**config.mk**
```make
export PLATFORM = sky130hd
export DESIGN_NAME = apb_downsizer_flat
export DESIGN_NICKNAME = d
export VERILOG_FILES = /design/src/rtl/apb_downsizer_if.sv /design/src/rtl/apb_downsizer.sv /design/src/flat_wrapper.sv
export SDC_FILE = /design/constraint.sdc
export NUM_CORES = 1
export LEC_CHECK = 0
export CORE_MARGIN = 4
export CORE_UTILIZATION = 45
export DETAILED_ROUTE_END_ITERATION = 7
export GPL_ROUTABILITY_DRIVEN = 1
export PLACE_DENSITY = 0.8
export SYNTH_ARGS = -nofsm -noshare
export SYNTH_HDL_FRONTEND = slang
export SYNTH_SLANG_ARGS = --single-unit
```
**constraint.sdc**
```tcl
create_clock -name PCLK -period 2.3 [get_ports PCLK]
set_input_delay 0.46 -clock PCLK [delete_from_list [all_inputs] [get_ports PCLK]]
set_output_delay 0.46 -clock PCLK [all_outputs]
set_load 0.1 [all_outputs]
```
**src/rtl/apb_downsizer_if.sv**
```systemverilog
// APB signal bundle shared by the wide upstream and narrow downstream sides of apb_downsizer.
interface apb_downsizer_if #(
   parameter int ADDR_WIDTH = 13,
   parameter int DATA_WIDTH = 32
);
   logic                  psel;
   logic                  penable;
   logic                  pwrite;
   logic [ADDR_WIDTH-1:0] paddr;
   logic [DATA_WIDTH-1:0] pwdata;
   logic [DATA_WIDTH-1:0] prdata;
   logic                  pready;
   logic                  pslverr;

   modport master (
      output psel, penable, pwrite, paddr, pwdata,
      input  prdata, pready, pslverr
   );

   modport slave (
      input  psel, penable, pwrite, paddr, pwdata,
      output prdata, pready, pslverr
   );
endinterface

```
**src/rtl/apb_downsizer.sv**
```systemverilog
// Splits each wide upstream APB transfer into RATIO narrow downstream beats and reassembles read data.
// Optional macro APB_DS_TIMEOUT_EN adds a downstream access-phase timeout reported as a slave error.
//
// state  | meaning
// IDLE   | waiting for an upstream setup phase
// SETUP  | downstream setup phase of the current beat
// ACCESS | downstream access phase, waiting for M_PREADY
// DONE   | one-cycle upstream completion with assembled data/error
module apb_downsizer #(
   parameter int ADDR_WIDTH     = 13,
   parameter int DATAS_WIDTH    = 32,
   parameter int DATAM_WIDTH    = 8,
   parameter int TIMEOUT_CYCLES = 255
) (
   input  logic             PCLK,
   input  logic             PRESET,
   apb_downsizer_if.slave   s_apb,
   apb_downsizer_if.master  m_apb
);
   localparam int RATIO      = DATAS_WIDTH / DATAM_WIDTH;
   localparam int BEAT_BYTES = DATAM_WIDTH / 8;
   localparam int BEAT_W     = (RATIO > 1) ? $clog2(RATIO) : 1;
   localparam logic [ADDR_WIDTH-1:0] ADDR_MASK = ADDR_WIDTH'(DATAS_WIDTH / 8 - 1);
   localparam logic [BEAT_W-1:0]     LAST_BEAT = BEAT_W'(RATIO - 1);

   typedef enum logic [1:0] {IDLE, SETUP, ACCESS, DONE} state_e;

   state_e                            state_q, state_d;
   logic [ADDR_WIDTH-1:0]             base_q, base_d;
   logic                              write_q, write_d;
   logic [RATIO-1:0][DATAM_WIDTH-1:0] wdata_q, wdata_d;
   logic [RATIO-1:0][DATAM_WIDTH-1:0] rbuf_q, rbuf_d;
   logic [BEAT_W-1:0]                 beat_q, beat_d;
   logic                              err_q, err_d;
   logic                              timeout;

`ifdef APB_DS_TIMEOUT_EN
   localparam int TMR_W = (TIMEOUT_CYCLES > 1) ? $clog2(TIMEOUT_CYCLES) : 1;
   logic [TMR_W-1:0] tmr_q, tmr_d;

   // Down-counter armed in SETUP so it counts only stalled ACCESS cycles of the current beat.
   always_comb begin
      tmr_d = tmr_q;
      if (state_q == SETUP)
         tmr_d = TMR_W'(TIMEOUT_CYCLES - 1);
      else if (state_q == ACCESS && !m_apb.pready && tmr_q != '0)
         tmr_d = tmr_q - 1'b1;
   end

   assign timeout = (state_q == ACCESS) && !m_apb.pready && (tmr_q == '0);

   always_ff @(posedge PCLK) begin
      if (PRESET) tmr_q <= '0;
      else        tmr_q <= tmr_d;
   end
`else
   // Without the timer ACCESS waits forever; the limit only keeps the parameter referenced.
   assign timeout = (TIMEOUT_CYCLES < 0);
`endif

   always_ff @(posedge PCLK) begin
      if (PRESET) begin
         state_q <= IDLE;
         base_q  <= '0;
         write_q <= 1'b0;
         wdata_q <= '0;
         rbuf_q  <= '0;
         beat_q  <= '0;
         err_q   <= 1'b0;
      end else begin
         state_q <= state_d;
         base_q  <= base_d;
         write_q <= write_d;
         wdata_q <= wdata_d;
         rbuf_q  <= rbuf_d;
         beat_q  <= beat_d;
         err_q   <= err_d;
      end
   end

   always_comb begin
      state_d = state_q;
      base_d  = base_q;
      write_d = write_q;
      wdata_d = wdata_q;
      rbuf_d  = rbuf_q;
      beat_d  = beat_q;
      err_d   = err_q;
      case (state_q)
         IDLE: begin
            if (s_apb.psel && !s_apb.penable) begin
               state_d = SETUP;
               base_d  = s_apb.paddr & ~ADDR_MASK;
               write_d = s_apb.pwrite;
               wdata_d = s_apb.pwdata;
               beat_d  = '0;
               rbuf_d  = '0;
               err_d   = 1'b0;
            end
         end
         SETUP: state_d = ACCESS;
         ACCESS: begin
            if (m_apb.pready) begin
               if (!write_q) rbuf_d[beat_q] = m_apb.prdata;
               if (m_apb.pslverr) begin
                  err_d   = 1'b1;
                  state_d = DONE;
               end else if (beat_q == LAST_BEAT) begin
                  state_d = DONE;
               end else begin
                  beat_d  = beat_q + 1'b1;
                  state_d = SETUP;
               end
            end else if (timeout) begin
               err_d   = 1'b1;
               state_d = DONE;
            end
         end
         DONE:    state_d = IDLE;
         default: state_d = IDLE;
      endcase
   end

   always_comb begin
      m_apb.psel    = (state_q == SETUP) || (state_q == ACCESS);
      m_apb.penable = (state_q == ACCESS);
      m_apb.pwrite  = write_q;
      m_apb.paddr   = base_q + ADDR_WIDTH'(beat_q) * ADDR_WIDTH'(BEAT_BYTES);
      m_apb.pwdata  = wdata_q[beat_q];
      s_apb.pready  = (state_q == DONE);
      s_apb.pslverr = (state_q == DONE) && err_q;
      s_apb.prdata  = rbuf_q;
   end
endmodule

```
**src/flat_wrapper.sv**
```systemverilog
// flat-port wrapper written by rule: the top's interface ports become plain ports
module apb_downsizer_flat 
#(
   parameter int ADDR_WIDTH     = 13,
   parameter int DATAS_WIDTH    = 32,
   parameter int DATAM_WIDTH    = 8,
   parameter int TIMEOUT_CYCLES = 255
)
  (PCLK, PRESET, s_apb_psel, s_apb_penable, s_apb_pwrite, s_apb_paddr, s_apb_pwdata, s_apb_prdata, s_apb_pready, s_apb_pslverr, m_apb_psel, m_apb_penable, m_apb_pwrite, m_apb_paddr, m_apb_pwdata, m_apb_prdata, m_apb_pready, m_apb_pslverr);
  apb_downsizer_if #(.ADDR_WIDTH(ADDR_WIDTH), .DATA_WIDTH(32)) s_apb_i ();
  apb_downsizer_if #(.ADDR_WIDTH(ADDR_WIDTH), .DATA_WIDTH(8)) m_apb_i ();
  input  logic PCLK;
  input  logic PRESET;
  input wire logic [$bits(s_apb_i.psel)-1:0] s_apb_psel;
  input wire logic [$bits(s_apb_i.penable)-1:0] s_apb_penable;
  input wire logic [$bits(s_apb_i.pwrite)-1:0] s_apb_pwrite;
  input wire logic [$bits(s_apb_i.paddr)-1:0] s_apb_paddr;
  input wire logic [$bits(s_apb_i.pwdata)-1:0] s_apb_pwdata;
  output wire logic [$bits(s_apb_i.prdata)-1:0] s_apb_prdata;
  output wire logic [$bits(s_apb_i.pready)-1:0] s_apb_pready;
  output wire logic [$bits(s_apb_i.pslverr)-1:0] s_apb_pslverr;
  output wire logic [$bits(m_apb_i.psel)-1:0] m_apb_psel;
  output wire logic [$bits(m_apb_i.penable)-1:0] m_apb_penable;
  output wire logic [$bits(m_apb_i.pwrite)-1:0] m_apb_pwrite;
  output wire logic [$bits(m_apb_i.paddr)-1:0] m_apb_paddr;
  output wire logic [$bits(m_apb_i.pwdata)-1:0] m_apb_pwdata;
  input wire logic [$bits(m_apb_i.prdata)-1:0] m_apb_prdata;
  input wire logic [$bits(m_apb_i.pready)-1:0] m_apb_pready;
  input wire logic [$bits(m_apb_i.pslverr)-1:0] m_apb_pslverr;
  assign s_apb_i.psel = s_apb_psel;
  assign s_apb_i.penable = s_apb_penable;
  assign s_apb_i.pwrite = s_apb_pwrite;
  assign s_apb_i.paddr = s_apb_paddr;
  assign s_apb_i.pwdata = s_apb_pwdata;
  assign s_apb_prdata = s_apb_i.prdata;
  assign s_apb_pready = s_apb_i.pready;
  assign s_apb_pslverr = s_apb_i.pslverr;
  assign m_apb_psel = m_apb_i.psel;
  assign m_apb_penable = m_apb_i.penable;
  assign m_apb_pwrite = m_apb_i.pwrite;
  assign m_apb_paddr = m_apb_i.paddr;
  assign m_apb_pwdata = m_apb_i.pwdata;
  assign m_apb_i.prdata = m_apb_prdata;
  assign m_apb_i.pready = m_apb_pready;
  assign m_apb_i.pslverr = m_apb_pslverr;
  apb_downsizer #(.ADDR_WIDTH(ADDR_WIDTH), .DATAS_WIDTH(DATAS_WIDTH), .DATAM_WIDTH(DATAM_WIDTH), .TIMEOUT_CYCLES(TIMEOUT_CYCLES)) u_core (.PCLK(PCLK), .PRESET(PRESET), .s_apb(s_apb_i), .m_apb(m_apb_i));
endmodule
```
==> impl_metrics.ini, run 1 <==
[yosys]
syn_area_mm2 = 0.00331
yosys.area.top_type = dfxtp_1
ys_types = 37
ys_warn_count = 0
seq_area_frac_synth = 0.489
synth_top_cell_area_share = 0.489
ys_ff_latch = 81
synthCells = 352
syn_avg_cell_area_um2 = 9.41
syn_nets = 422
synthTopCellsByArea = dfxtp_1, nand2_1, a21oi_1

[critical_path]
max_stage_delay_ns = 0.58
crit_fanout = 13
end_kind = output pin
crit_chain = mux4_2, buf_12
start_kind = flip-flop
crit_buf_inv = 1
worstSetupPathType = flip-flop to output pin
cp_top_family = multiplexers
required_ns = 1.84
slowest_stage = mux4_2
crit_arrival_ns = 1.63

[clock_network]
clk_path_buf_depth = 2
cts_tree = built
hold_buffers = 0
cts_root_buffer = clkbuf_8
post_cts_resized = 0
clock_latency_ns = 0.35
cts_max_level = 3
cts_num_sinks = 81
post_cts_buffers = 0
path_clk_slew_ns = 0.09
numCtsBuffers = 9

[routing]
finalWirelength_mm = 8.24
vias = 2885
dr.pass1.iters = 4
drt_iter0_drc = 108
via_per_inst = 5.13
drc = 0
wire_per_inst_um = 14.7
ant_nets = 0

[timing]
fin_worst_skew_ns = 0.0106
fmax_ghz = 0.478
rsz0062_at_grt = no
finalSetupViolCount = 0
slew_viol_final = 0
fin_crit_sh = 0.909
min_period_ns = 2.09
hold_viol = 0
fin_setup_tns_ns = 0
tightest_slew_ns = 0.571
maxSlewHeadroom = 0.620

[power]
p_sw_mw = 1.75
ir_drop_uv = 529
clockPowerShare = 0.251
total_power_mw = 4.35
p_int_mw = 2.60
power.leakage_nw = 1.86
power_frac_seq = 0.364
power_density_mw_per_mm2 = 919
comb_power_share = 0.384
netSwitchingFraction = 0.402

[place]
dp_cells = 546
placement.io_buffers = 115
dp_hpwl_mm = 5.99
place_congestion = 0.782

[layout]
drive_gt1_frac = 0.220
nets = 528
fill_cells = 604
areaGrowthSynthToFinish_pct = 42.7
antenna_cells = 0
final_cells = 562

[floorplanning]
io_pins = 118
fp-row-count = 31
die_h_um = 93.8
coreArea_mm2 = 0.00721
die_w_um = 93.8
start_util = 0.459
die_area_mm2 = 0.00880

[global_route]
antenna_found_initial = 0
grt_pass1_vias = 2792
grt_max_degree = 45
grt_overflow_total = 0
grt_pass1_wl_mm = 13.2
grt_use_total = 0.188

[min_path]
holdCritPathClass = flip-flop to flip-flop

[run_status]
status = completed

[run]
drv_cap = 0
## final cells by class
cell class | count | area [um2] | area share
inverters | 7 | 26.3 | 0.00556
flip-flops and latches | 81 | 1630 | 0.344
clock buffers | 9 | 124 | 0.0262
multi-input cells | 239 | 1540 | 0.326
clock inverters | 7 | 85.1 | 0.0180
repair buffers | 120 | 1200 | 0.254
well taps | 99 | 124 | 0.0262
## flip-flops by register name (all words and copies together) (netlist names)
name	count
u_core.err_q	1
u_core.m_apb.pwrite	1
u_core.s_apb.prdata	32
u_core.beat_q	2
u_core.state_q	2
u_core.base_q	11
u_core.wdata_q	32
## cells in the final DEF (no fill, tap or decap), drive strengths merged
cell and n:
o21ai 11, bufinv 1, nor3 1, clkbuf 9
o31ai 1, nand4bb 1, a21oi 48, nand3 9
and2b 1, a311oi 1, a22o 24, nor2b 2
clkinvlp 2, ha 10, a222oi 3, a221oi 1
nand2b 11, nand3b 2, and3b 1, a22oi 1
nand2 91, a211oi 1, buf 64, inv 11
nor2 4, mux4 8, dfxtp 81, and2 5
a211o 2, clkdlybuf4s50 56
## through the flow
step / hold WS, ns / utilization / area, um2 / setup WS [ns]
6_report: 0.455 / 0.656 / 4730 / 0.209
5_1_grt: 0.473 / 0.656 / 4730 / 0.131
4_1_cts: 0.460 / 0.655 / 4730 / 0.0375
3_5_place_dp: 0.447 / 0.626 / 4520 / 0.296
3_3_place_gp: 0.440 / 0.626 / 4520 / 0.312
2_1_floorplan: 0.433 / - / 3320 / 0.00395
## Yosys cell counts, drive strengths merged
library cell  count
nand2            91
dfxtp            81
a21oi            48
a22o             24
buf              14
clkbuf           11
nand2b           11
o21ai            11
ha               10
nand3             9
mux4              8
inv               7
and2              5
nor2              4
a222oi            3
a211o             2
nand3b            2
nor2b             2
a211oi            1
a221oi            1
a22oi             1
a311oi            1
and2b             1
and3b             1
nand4bb           1
nor3              1
o31ai             1
## path summary, 6_finish.rpt
path / startpoint / endpoint / slack, ns / depth (start not counted)
worst max register to register: u_core.state_q[0] / u_core.s_apb.prdata[0] / 0.30 / 6
worst min-delay path: u_core.wdata_q[16] / u_core.wdata_q[16] / 0.46 / 2
worst min register to register: u_core.wdata_q[16] / u_core.wdata_q[16] / 0.46 / 2
worst max-delay path: u_core.beat_q[1] / m_apb_pwdata[2] / 0.21 / 2
## worst reg2reg max path, delay by kind of cell, from the launching register on
family          cells  cell delay, ns
buf+inv             1            0.13
fa+ha+maj           1            0.54
compound gates      2            0.59
flops               1            0.35
simple gates        2            0.30
## logic make-up (layout without fill, tap and decap cells)
family	Yosys count	after routing	synth area share
buffers and inverters	32	143	0.0461
adder cells (fa/ha/maj)	10	10	0.0378
AND/OR/NAND/NOR	128	128	0.181
multiplexers	8	8	0.0544
AO/OA/AOI/OAI	93	93	0.191
flip-flops	81	81	0.489
## routing by layer
metal,wire (um),global-route usage,part of all wire,vias up
met1,3500,0.219,0.42,1363
met2,3970,0.315,0.48,92
met3,725,0.0705,0.088,4
met5,0,0,0,-
met4,49,0.0650,0.0059,0
li1,-,-,-,1426
## power by group through the flow
| stage | clock, mW | combinational, mW | sequential [mW] |
|---|---|---|---|
| finish | 1.09 | 1.67 | 1.58 |
| CTS | 1.11 | 1.68 | 1.58 |
| global route | 1.18 | 1.78 | 1.60 |
| global placement | 0 | 1.64 | 1.61 |
| detailed placement | 0 | 1.68 | 1.62 |
| floorplan | 0 | 1.02 | 1.81 |
No activity file was read; power rests on OpenSTA's default activity.
==> run 2: changes to the inputs <==
Settings changed: CORE_ASPECT_RATIO set to 1.2, CORE_UTILIZATION 45 to 40, CTS_CLUSTER_DIAMETER set to 150, PLACE_DENSITY 0.8 to 0.75.
Clock period 2.3 ns to 1.9 ns, I/O delays scaled along.
==> run 2 against run 1 <==
The run now ends with setup timing left. Global-route usage is 1.4 points lower. First-iteration DRC count is 4.6% lower. Die area is 11% higher. Combinational power is 33% higher. Final cell count is 0.71% higher. Sequential share of layout area is 1.3 points lower.
==> impl_metrics.ini, run 2 (synthesis results as in run 1) <==
[timing]
fin_worst_skew_ns = 0.0101
fin_crit_sh = 1.02
slew_viol_final = 0
fmax_ghz = 0.517
maxSlewHeadroom = 0.734
rsz0062_at_grt = yes
tightest_slew_ns = 0.399
hold_viol = 0
min_period_ns = 1.94
setup_ws_ns = -0.0356
finalSetupViolCount = 8
holdWs_ns = 0.457

[critical_path]
max_stage_delay_ns = 0.54
crit_arrival_ns = 1.56
cpMostUsedCell = buf_12
start_kind = flip-flop
slowest_stage = mux4_2
crit_chain = buf_12, mux4_2, buf_12
worstSetupPathType = flip-flop to output pin
end_kind = output pin
crit_fanout = 5
required_ns = 1.52

[layout]
mostFrequentLayoutCells = nand2_1, dfxtp_1, clkdlybuf4s50_1
nets = 536
antenna_cells = 0
multi_input_comb_area_mm2 = 0.00159
drive_gt1_frac = 0.257
fill_cells = 696
seq_area_mm2 = 0.00163
post-route-util = 0.608
areaGrowthSynthToFinish_pct = 48.9
final_common_cell = nand2_1

[run_status]
status = finished, violations left
violations = setup timing

[global_route]
grt_overflow_total = 0
grt_max_degree = 45
antenna_found_initial = 0
grt_use_total = 0.174
grt_pass1_wl_mm = 13.8
grt_pass1_vias = 2834

[floorplanning]
die_w_um = 91.1
io_pins = 118
start_util = 0.409
fp-row-count = 36
coreArea_mm2 = 0.00811
die_area_mm2 = 0.00981
die_h_um = 108

[place]
place_congestion = 0.783
placement.io_buffers = 115
dp_hpwl_mm = 6.08

[power]
total_power_mw = 5.33
power.leakage_nw = 1.93
power_density_mw_per_mm2 = 1080
ir_drop_uv = 646

[routing]
ant_nets = 0
drc = 0
dr.pass1.iters = 4
finalWirelength_mm = 8.58
drt_iter0_drc = 103
via_per_inst = 5.09
vias = 2882
wire_per_inst_um = 15.2

[clock_network]
cts_num_sinks = 81
cts_max_level = 3
clk_path_buf_depth = 2
clock_latency_ns = 0.34
numCtsBuffers = 9
cts_root_buffer = clkbuf_8
cts_tree = built
path_clk_slew_ns = 0.09

[min_path]
holdCritPathClass = flip-flop to flip-flop

[run]
drv_cap = 0
-- run 2: changes by cell type in the layout (fill, tap and decap cells not counted), sizes merged --
cell,delta
clkbuf,+1
inv,-1
buf,+8
clkinv,+1
bufinv,-1
-- run 2: what timing repair did --
| action | CTS | global route |
|---|---|---|
| hold buffers | 0 | 0 |
| buffers inserted | 5 | 0 |
| pin swaps | 0 | 7 |
| resized for setup | 3 | 12 |
| endpoints found under the setup margin | 8 | 50 |
-- run 2: final timing paths --
check                           end  depth (start not counted)               start  slack (ns)
max                 m_apb_pwdata[1]                          3    u_core.beat_q[1]       -0.04
min reg2reg      u_core.wdata_q[12]                          2  u_core.wdata_q[12]        0.46
max reg2reg  u_core.s_apb.prdata[9]                          6   u_core.state_q[1]        0.09
min              u_core.wdata_q[12]                          2  u_core.wdata_q[12]        0.46
-- run 2: cell type report --
class                      instances  share of cell area
inverter                           7             0.00583
clock inverter                     6             0.00989
timing repair buffer             128               0.279
sequential                        81               0.331
clock buffer                      10              0.0279
tap                               95              0.0241
multi-input combinational        239               0.322
-- run 2: routing by layer --
layer  part of all wire  GRT usage  vias up  routed length, um
met5                  0          0        -                  0
met4                  0     0.0496        0                  0
met3              0.090     0.0727        0                774
met2               0.49      0.284      103               4180
met1               0.42      0.210     1333               3630
li1                   -          -     1446                  -
-- run 2: power by group --
part | switching [mW] | leakage [nW] | total (mW) | internal [mW]
Clock | 0.663 | 0.0912 | 1.19 | 0.527
Sequential | 0.0896 | 0.659 | 1.92 | 1.83
Combinational | 1.39 | 1.18 | 2.22 | 0.827
-- run 2: per-stage QoR --
step | setup WS [ns] | TNS (ns) | cells | cell area, um2
floorplan | -0.0285 | -0.0285 | 352 | 3350
global route | -0.0843 | -0.603 | 566 | 4930
detailed placement | -0.0341 | -0.385 | 546 | 4660
CTS | -0.0634 | -0.442 | 567 | 4900
finish | -0.0356 | -0.221 | 566 | 4930
global placement | -0.0107 | -0.0559 | 546 | 4660
-- run 2: critical path: cells and delay by family (launching register included) --
kind	cells	cell delay, ns
muxes	1	0.54
DFF	1	0.37
buffers and inverters	2	0.31
